## src/rtl/width_adj_arbiter_pkg.sv

```systemverilog
// width_adj_arbiter_pkg
// Shared helpers for the width-adjusting round-robin arbiter.
//   clog2_int : ceiling log2 of a positive integer (clog2_int(1) = 0)
//   max_int   : larger of two integers
// Both are constant functions, so they can size ports and localparams.
package width_adj_arbiter_pkg;

  function automatic int clog2_int(input int value);
    int r;
    r = 0;
    while ((1 << r) < value) begin
      r = r + 1;
    end
    return r;
  endfunction

  function automatic int max_int(input int a, input int b);
    return (a > b) ? a : b;
  endfunction

endpackage

```

## src/rtl/width_adj_arbiter_if.sv

```systemverilog
// width_adj_arbiter_if
// Bundles every channel-side and output-side handshake signal of the
// arbiter.
//   input_valid    : per-channel word offered
//   input_ready    : per-channel word accepted this cycle (one-hot or zero)
//   input_data     : channel i at [i*WORD_WIDTH_IN +: WORD_WIDTH_IN]
//   output_valid   : output register holds a word
//   output_ready   : consumer accepts the output word
//   output_data    : adjusted word
//   output_channel : source channel of output_data
// Handshake: a word moves on any rising edge where its valid and ready are
// both high; a producer holds valid and data steady until that edge, and
// ready may change at any time without obligation.
// Modports: slave = arbiter side, master = producers/consumer side.
interface width_adj_arbiter_if
  import width_adj_arbiter_pkg::*;
#(
  parameter int CHANNEL_COUNT       = 4,
  parameter int WORD_WIDTH_IN       = 8,
  parameter int WORD_WIDTH_OUT      = 16,
  parameter int CHANNEL_INDEX_WIDTH = max_int(1, clog2_int(CHANNEL_COUNT))
);

  logic [CHANNEL_COUNT-1:0]               input_valid;
  logic [CHANNEL_COUNT-1:0]               input_ready;
  logic [CHANNEL_COUNT*WORD_WIDTH_IN-1:0] input_data;
  logic                                   output_valid;
  logic                                   output_ready;
  logic [WORD_WIDTH_OUT-1:0]              output_data;
  logic [CHANNEL_INDEX_WIDTH-1:0]         output_channel;

  modport slave (
    input  input_valid,
    input  input_data,
    input  output_ready,
    output input_ready,
    output output_valid,
    output output_data,
    output output_channel
  );

  modport master (
    output input_valid,
    output input_data,
    output output_ready,
    input  input_ready,
    input  output_valid,
    input  output_data,
    input  output_channel
  );

endinterface

```

## src/rtl/width_adj_arbiter_width_adj.sv

```systemverilog
// width_adj
// Purely combinational width adjuster for one channel.
//   din  : WIDTH_IN-bit input word
//   dout : WIDTH_OUT-bit word; widened words are sign-extended when SIGNED
//          is set and zero-extended otherwise, equal widths pass through,
//          narrowed words keep only the low WIDTH_OUT bits.
module width_adj #(
  parameter int WIDTH_IN  = 8,
  parameter int WIDTH_OUT = 16,
  parameter bit SIGNED    = 1'b0
) (
  input  logic [WIDTH_IN-1:0]  din,
  output logic [WIDTH_OUT-1:0] dout
);

  if (WIDTH_OUT > WIDTH_IN) begin : g_extend
    logic pad_bit;
    assign pad_bit = SIGNED ? din[WIDTH_IN-1] : 1'b0;
    assign dout    = {{(WIDTH_OUT - WIDTH_IN){pad_bit}}, din};
  end else begin : g_keep_low
    // Also covers the equal-width case, where this is a plain pass-through.
    assign dout = din[WIDTH_OUT-1:0];
  end

endmodule

```

## src/rtl/width_adj_arbiter.sv

```systemverilog
// width_adj_arbiter
// Round-robin arbiter feeding one registered, width-adjusted output stream.
// Ports:
//   clock : single clock, rising edge
//   clear : synchronous active-high reset
//   bus   : width_adj_arbiter_if.slave (channel inputs, output stream)
// Each channel word is width-adjusted by its own width_adj instance; the
// rotating-priority scan picks one winner, whose adjusted word and index
// are loaded into the output register.
module width_adj_arbiter
  import width_adj_arbiter_pkg::*;
#(
  parameter int                     WORD_WIDTH_IN  = 8,
  parameter int                     WORD_WIDTH_OUT = 16,
  parameter int                     CHANNEL_COUNT  = 4,
  parameter logic [CHANNEL_COUNT-1:0] CHANNEL_SIGNED = '0
) (
  input logic                 clock,
  input logic                 clear,
  width_adj_arbiter_if.slave  bus
);

  localparam int CHANNEL_INDEX_WIDTH = max_int(1, clog2_int(CHANNEL_COUNT));

  // Per-channel adjusted words.
  logic [WORD_WIDTH_OUT-1:0] adjusted [CHANNEL_COUNT];

  for (genvar i = 0; i < CHANNEL_COUNT; i++) begin : g_channel
    width_adj #(
      .WIDTH_IN  (WORD_WIDTH_IN),
      .WIDTH_OUT (WORD_WIDTH_OUT),
      .SIGNED    (CHANNEL_SIGNED[i])
    ) u_width_adj (
      .din  (bus.input_data[i*WORD_WIDTH_IN +: WORD_WIDTH_IN]),
      .dout (adjusted[i])
    );
  end

  // State: priority pointer and output register.
  logic [CHANNEL_INDEX_WIDTH-1:0] priority_ptr;
  logic                           out_valid_q;
  logic [WORD_WIDTH_OUT-1:0]      out_data_q;
  logic [CHANNEL_INDEX_WIDTH-1:0] out_channel_q;

  logic                           load_enable;
  logic                           grant_found;
  logic [CHANNEL_INDEX_WIDTH-1:0] grant_idx;
  logic [CHANNEL_INDEX_WIDTH-1:0] next_ptr;
  logic                           transfer;
  logic [CHANNEL_COUNT-1:0]       ready_vec;

  // The output register can take a new word when empty or being drained.
  assign load_enable = ~out_valid_q | bus.output_ready;

  // Rotating-priority scan: first valid channel at or above the pointer,
  // wrapping back to channel 0 after CHANNEL_COUNT-1.
  always_comb begin
    int scan_ch;
    grant_found = 1'b0;
    grant_idx   = '0;
    scan_ch     = 0;
    for (int k = 0; k < CHANNEL_COUNT; k++) begin
      scan_ch = int'(priority_ptr) + k;
      if (scan_ch >= CHANNEL_COUNT) begin
        scan_ch = scan_ch - CHANNEL_COUNT;
      end
      if (!grant_found && bus.input_valid[scan_ch]) begin
        grant_found = 1'b1;
        grant_idx   = scan_ch[CHANNEL_INDEX_WIDTH-1:0];
      end
    end
  end

  assign transfer = grant_found & load_enable & ~clear;

  always_comb begin
    ready_vec = '0;
    if (transfer) begin
      ready_vec[grant_idx] = 1'b1;
    end
  end

  // Priority moves to the channel just after the winner.
  always_comb begin
    next_ptr = '0;
    if (int'(grant_idx) != CHANNEL_COUNT - 1) begin
      next_ptr = grant_idx + 1'b1;
    end
  end

  always_ff @(posedge clock) begin
    if (clear) begin
      priority_ptr  <= '0;
      out_valid_q   <= 1'b0;
      out_data_q    <= '0;
      out_channel_q <= '0;
    end else if (load_enable) begin
      if (grant_found) begin
        // Replaces any word being drained this cycle, so no bubble.
        out_valid_q   <= 1'b1;
        out_data_q    <= adjusted[grant_idx];
        out_channel_q <= grant_idx;
        priority_ptr  <= next_ptr;
      end else begin
        // Drained with nothing to replace it: data/channel keep last value.
        out_valid_q <= 1'b0;
      end
    end
  end

  assign bus.input_ready    = ready_vec;
  assign bus.output_valid   = out_valid_q;
  assign bus.output_data    = out_data_q;
  assign bus.output_channel = out_channel_q;

endmodule

```

## src/flat_wrapper.sv

```systemverilog
// flat-port wrapper written by rule: the top's interface ports become plain ports
module width_adj_arbiter_flat import width_adj_arbiter_pkg::*;
#(
  parameter int                     WORD_WIDTH_IN  = 8,
  parameter int                     WORD_WIDTH_OUT = 16,
  parameter int                     CHANNEL_COUNT  = 4,
  parameter logic [CHANNEL_COUNT-1:0] CHANNEL_SIGNED = '0
)
  (clock, clear, bus_input_valid, bus_input_data, bus_output_ready, bus_input_ready, bus_output_valid, bus_output_data, bus_output_channel);
  width_adj_arbiter_if #(.CHANNEL_COUNT(CHANNEL_COUNT), .WORD_WIDTH_IN(WORD_WIDTH_IN), .WORD_WIDTH_OUT(WORD_WIDTH_OUT)) bus_i ();
  input logic clock;
  input logic clear;
  input wire logic [$bits(bus_i.input_valid)-1:0] bus_input_valid;
  input wire logic [$bits(bus_i.input_data)-1:0] bus_input_data;
  input wire logic [$bits(bus_i.output_ready)-1:0] bus_output_ready;
  output wire logic [$bits(bus_i.input_ready)-1:0] bus_input_ready;
  output wire logic [$bits(bus_i.output_valid)-1:0] bus_output_valid;
  output wire logic [$bits(bus_i.output_data)-1:0] bus_output_data;
  output wire logic [$bits(bus_i.output_channel)-1:0] bus_output_channel;
  assign bus_i.input_valid = bus_input_valid;
  assign bus_i.input_data = bus_input_data;
  assign bus_i.output_ready = bus_output_ready;
  assign bus_input_ready = bus_i.input_ready;
  assign bus_output_valid = bus_i.output_valid;
  assign bus_output_data = bus_i.output_data;
  assign bus_output_channel = bus_i.output_channel;
  width_adj_arbiter #(.WORD_WIDTH_IN(WORD_WIDTH_IN), .WORD_WIDTH_OUT(WORD_WIDTH_OUT), .CHANNEL_COUNT(CHANNEL_COUNT), .CHANNEL_SIGNED(CHANNEL_SIGNED)) u_core (.clock(clock), .clear(clear), .bus(bus_i));
endmodule
```

## config.mk

```make
export PLATFORM = sky130hd
export DESIGN_NAME = width_adj_arbiter_flat
export DESIGN_NICKNAME = d
export VERILOG_FILES = /design/src/rtl/width_adj_arbiter_pkg.sv /design/src/rtl/width_adj_arbiter_if.sv /design/src/rtl/width_adj_arbiter_width_adj.sv /design/src/rtl/width_adj_arbiter.sv /design/src/flat_wrapper.sv
export SDC_FILE = /design/constraint.sdc
export NUM_CORES = 1
export LEC_CHECK = 0
export CAP_MARGIN = 20
export CORE_ASPECT_RATIO = 1.5
export CORE_MARGIN = 3
export CORE_UTILIZATION = 38
export CTS_BUF_LIST = sky130_fd_sc_hd__clkbuf_16
export CTS_CLUSTER_DIAMETER = 200
export DETAILED_ROUTE_END_ITERATION = 8
export PLACE_DENSITY = 0.85
export SYNTH_ARGS = -nofsm -noshare
export SYNTH_HDL_FRONTEND = slang
export SYNTH_SLANG_ARGS = --single-unit
```

## constraint.sdc

```tcl
create_clock -name clock -period 3.51 [get_ports clock]
set_clock_uncertainty 0.05 [all_clocks]
set_input_delay 0.702 -clock clock [delete_from_list [all_inputs] [get_ports clock]]
set_output_delay 0.702 -clock clock [all_outputs]
set_load 0.01 [all_outputs]
```

# After elaboration in Yosys (flattened, before gate mapping)
# Cells that the tools add are included.
[word_totals] output_inout_bits=23 n_memories=0 romBits=0 reg_bits=21 ram_bits=0 latch_bits=0 word_cells=70 in_bits=39
[op_classes] n_shift=0 reduce_logical=8 n_bitwise=6 magnitude_cmp=11 div=0 mux=32 multipliers=0 addsub=8 n_eq_ne=1
[op_table] op="$lt 32x4->1 const B" n=4
[op_table] op="$mux 32" n=4
[op_table] op="$ge 32x4->1 const B" n=3
[op_table] op="$sub 32x4->32 const B" n=3
[op_table] op="$bmux 16 s2" n=1
[op_table] op="$mux 16" n=2
[op_table] op="$mux 1" n=14
[op_table] op="$mux 2" n=5
[op_table] op="$bmux 1 s2" n=4
[op_table] op="$add 2x2->3 const B" n=2
[op_table] op="$logic_and 1x1->1" n=4
[op_table] op="$mux 4" n=1
[op_table] op="$sub 2x3->4 const B" n=1
[op_table] op="$add 2x1->3 const B" n=1
[op_table] op="$ge 2x3->1 const B" n=1
[op_table] op="$ge 3x3->1 const B" n=1
[op_table] op="$logic_not 1->1" n=3
[op_table] op="$lt 2x3->1 const B" n=1
[op_table] op="$not 2->3" n=1
[op_table] op="$add 2x1->2 const B" n=1
[op_table] op="$and 1x1->1" n=2
[op_table] op="$demux 1 s2" n=1
[op_table] op="$ge 2x1->1 const B" n=1
[op_table] op="$ne 2x1->1 const B" n=1
[op_table] op="other kinds (3)" n=4

# Logic depth before layout (Yosys ltp)
[depth] word_depth=20 depth_mapped=8 ltp_nobuf=6

# Hierarchy
# From an unflattened synthesis, not the netlist that was laid out.
[unflattened] hier_cells=195 hier_area_um2=1786.7
[by_module_without_submodules] mod="width_adj_arbiter" cells_each=127 seq_area_each_um2=420.4 instances=1 area_each_um2=1291.2
[by_module_without_submodules] mod="width_adj" cells_each=17 seq_area_each_um2=0.0 instances=4 area_each_um2=123.9

# Worst setup path before layout
# Ideal clock, no wire load.
[synth_path] kind="input port to output port" start="input bus_input_valid[0]" end="output bus_input_ready[0]" t_arrival_ps=1654 setup_slack_ps=1104 required_time_ps=2758 n_path_buf=2 stages=8 cell_sequence="nand2_1 nand3b_1 a2bb2oi_2 buf_6 buf_12 inv_1 ha_1 and2_1"
[synth_via] elab_chain_len=18 word_cells_on_any_way=34 classes_between="order compare: 2; mux: 23; bitwise: 2; reduce/logical: 7"
[synth_rtl] item="start: declaration" line="flat_wrapper.sv:13" source="input wire logic [$bits(bus_i.input_valid)-1:0] bus_input_valid;"
[synth_rtl] item="$bmux 1 s2" line="width_adj_arbiter.sv:67" source="if (!grant_found && bus.input_valid[scan_ch]) begin"
[synth_rtl] item="$mux 1 (implied by the code) (2 in a row)" line="width_adj_arbiter.sv:67"
[synth_rtl] item="$mux 1" line="width_adj_arbiter.sv:67"
[synth_rtl] item="$logic_not 1->1" line="width_adj_arbiter.sv:67"
[synth_rtl] item="$logic_and 1x1->1" line="width_adj_arbiter.sv:67"
[synth_rtl] item="$mux 1" line="width_adj_arbiter.sv:67"
[synth_rtl] item="$logic_not 1->1" line="width_adj_arbiter.sv:67"
[synth_rtl] item="$logic_and 1x1->1" line="width_adj_arbiter.sv:67"
[synth_rtl] item="[... 2 more ...]"
[synth_rtl] item="$logic_and 1x1->1" line="width_adj_arbiter.sv:67"
[synth_rtl] item="$mux 2 *" line="width_adj_arbiter.sv:67"
[synth_rtl] item="net u_core.grant_idx[1]" line="width_adj_arbiter.sv:47" source="logic [CHANNEL_INDEX_WIDTH-1:0] grant_idx;"
[synth_rtl] item="$lt 2x3->1 (implied by the code) / $ge 2x1->1 (equally long branches)" line="width_adj_arbiter.sv:79" source="ready_vec[grant_idx] = 1'b1;"
[synth_rtl] item="$logic_and 1x1->1 (implied by the code)" line="width_adj_arbiter.sv:79"
[synth_rtl] item="$mux 1 (implied by the code)" line="width_adj_arbiter.sv:79"
[synth_rtl] item="$demux 1 s2 *"
[synth_rtl] item="$mux 4 *" line="width_adj_arbiter.sv:78" source="if (transfer) begin"
[synth_rtl] item="end: declaration" line="flat_wrapper.sv:16" source="output wire logic [$bits(bus_i.input_ready)-1:0] bus_input_ready;"
# Mark *: on every way through the listed nets, which the timed path passes. The rest lies on a longest branch. The select of a mux whose other input is x is not followed.

# Worst setup path in the final report
[layout_path] start="input bus_input_valid[2]" end="output bus_input_ready[1]"
# Same word-level chain as after synthesis.

==> results.md <==
* Status: completed
* Max Cap Viol at 0
* Sequential power share at 29.3%
* Drt wl/cell at around 14 µm
* H-Tree Level Count at 1
* Final non-filler cell area at approximately 1500 µm²
* Leak at about 0.61 nW
* Synth Instances at 97
* Worst-path clk slew at 40 ps
* Internal power at roughly 0.00046 W
* Num rows at 21
* Register bit count reported by yosys at 13
* Initial antenna violation count at 0
* Syn Area/Cell at approximately 9.6 µm²
* Wire length on met2 at 1250 µm
* Psw at between 0.00015 and 0.0002 W
* TNS Setup at 0 ps
* Area leader, netlist: dfxtp_1
* Worst-Skew Late Latency at roughly 240 ps
* CORE AREA at around 2300 µm²
* Fmax at between 200 and 300 MHz
* WL met3 at roughly 280 µm
* Ports at a little over 60
* Sw frac at ~28%
* Initial DRC count at 23
* IO Port Bufs at 53
* Main combinational cell family by area after synthesis: multiplexers
* Crit path time final at ~3300 ps
* Die X-Extent at 46.5 µm
* Synth top cells by count: 19 x mux2i_1, 13 x dfxtp_1, 10 x buf_4
* Post-synth ARST share at 0%
* Metal-1 WL at 913 µm
* Clock Tree Root: clkbuf_16
* Setup Viol. Count Final at 0
* Vias at 919
* Hpwl dp at slightly below 2000 µm
* Final Wtd Congestion at around 0.73
* Area share of the largest cell type after synthesis at between 20% and 30%
* First-pass GRT wire length at about 4000 µm
* DR vias/cell at between 5 and 6
* Post-synth top flop: dfxtp_1
* Startpoint class of the critical path: input pin
* Sequential area share after synthesis at 27.9%
* VDD IR max at around 230 µV
* Final wirelength at between 2000 and 2500 µm
* Post-synth EDFFs at 0
* Pwr dens at ~420 nW/µm²
* Warnings, synthesis at 0
* Largest net degree at the start of global routing at 18
* Post-route DRC at 0
* RSZ-0062 raised after global routing: no
* Layout cell share with drive strength beyond 1 at about a tenth
* TritonCTS Buffers at 3
* Main area contributors after synthesis: dfxtp_1 28%, mux2i_1 20%, buf_4 8.0%
* Clock power frac at 33.3%
* Max Buffers Root-to-Sink at 2
* DP Cell Count at 170
* Area delta synth->final at 62.6%
* Unique masters post-synth at 28
* Antenna Nets Post-Route at 0
* Synth Area in Simple Gates at 18.8%
* ANT cells at 0
* Final hold viol count at 0
* Top routing layer used: met4
* Final period util at ~95%
* Mux contribution to synthesized area at ~20%
* Top-count cell post-synth: mux2i_1
* Hold crit path type: register to register
* Critical path arrival at ~2600 ps
* CTS tree: done
* Hold Slack at between 400 and 500 ps
* Pre-Repair DR Iteration Count at 4
* CTS sink cnt at 13
* Post-Synth Adder-Cell Area at under 10%
* Number of global-route vias before repair at a little over 900
* Initial Util at about 41%
* Slew Viols, Final at 0
* Gate power share at 37.4%
* Data required time of the worst path at ~2800 ps
* Crit Path Max Fanout at 5
* Total Nets Final at 196
* Remaining Overflow, GRT at 0
* Crit Path Class: input pin to output port
* Power, Total at 0.000637 W
* Total Die Area at just over 3000 µm²
* Total GRT Usage at between 10% and 20%
* Synth Cell Area at around 930 µm²
* Area after DPL at between 1000 and 1500 µm²
* Xor and xnor area share after synthesis at 0%
* Final non-filler cell total at roughly 180
* Die Span Y at ~67 µm
* CP endpoint kind: output port
* Complex-gate fraction of the synthesized area at about 14%
* Setup slack, reg-to-reg at 1810 ps
[layout make-up]
cell class,count,area (µm²)
clock buffer,3,75.1
tap,23,28.8
fill,178,768
timing repair buffer,57,561
inverter,3,11.3
multi-input combinational,75,578
clock inverter,1,3.75
sequential,13,260
[logic make-up after synthesis]
kind of cell,after synthesis
other,1
adder cells (fa/ha/maj),4
AO/OA/AOI/OAI,17
AND/OR/NAND/NOR,27
multiplexers,19
buffers and inverters,16
flip-flops,13
[through the flow]
step / utilization, % / setup WS [ps]
3_5_place_dp: 62.6 / 80.9
5_1_grt: 66.4 / 37.0
6_report: 66.4 / 166
3_3_place_gp: 62.6 / 158
4_1_cts: 66.1 / 74.3
2_1_floorplan: - / 1100
[state kept, by name, indices dropped and copies added, names as in the netlist]
name and flops:
u_core.bus.output_channel 2, u_core.bus.output_data 8, u_core.bus.output_valid 1, u_core.priority_ptr 2
[worst max-delay path, stage by stage]
cell and delay (ps):
clkdlybuf4s50_1 560, mux2i_1 100, o22ai_1 230, nor2_2 100, buf_4 140, ha_1 170
and2_1 120, clkdlybuf4s50_1 470
[layer usage]
layer / GRT usage (%) / vias to the layer above
met1: 18.7 / 423
li1: - / 446
met5: 0 / -
met2: 30.5 / 48
met4: 5.34 / 0
met3: 2.70 / 2
[power groups by stage]
stage	Sequential (W)	Clock, W	Combinational, W
after floorplan	0.000196	0	0.000135
after global placement	0.000189	0	0.000231
after detailed placement	0.000189	0	0.000237
after CTS	0.000187	0.000217	0.000238
after global routing	0.000189	0.000225	0.000261
final	0.000187	0.000212	0.000239
[timing repair]
action	4_1_cts	5_1_grt
endpoints found under the setup margin	0	2
setup buffers	0	1
hold endpoints to repair	0	0
resized for setup	0	1
hold buffers	0	0
[cell usage in the layout (no fill, tap or decap), drive strengths merged]
cell type      instances
ha                     4
inv                    4
a2bb2oi                1
dfxtp                 13
conb                   8
nor4                   1
a21oi                  6
nand3b                 9
or2b                   1
mux2i                 19
and2                   4
clkdlybuf4s50         53
a211oi                 1
buf                    4
o22ai                  1
nand2                  3
o221ai                 8
nand2b                 3
clkbuf                 3
nor3                   1
nor2                   5
[path summary, 6_finish.rpt]
path	start	end	depth (start not counted)
max reg2reg	u_core.priority_ptr[0]	u_core.bus.output_data[6]	6
min	u_core.bus.output_data[7]	u_core.bus.output_data[7]	2
min reg2reg	u_core.bus.output_data[7]	u_core.bus.output_data[7]	2
max	bus_input_valid[2]	bus_input_ready[1]	8
(Power assumes the default switching activity.)
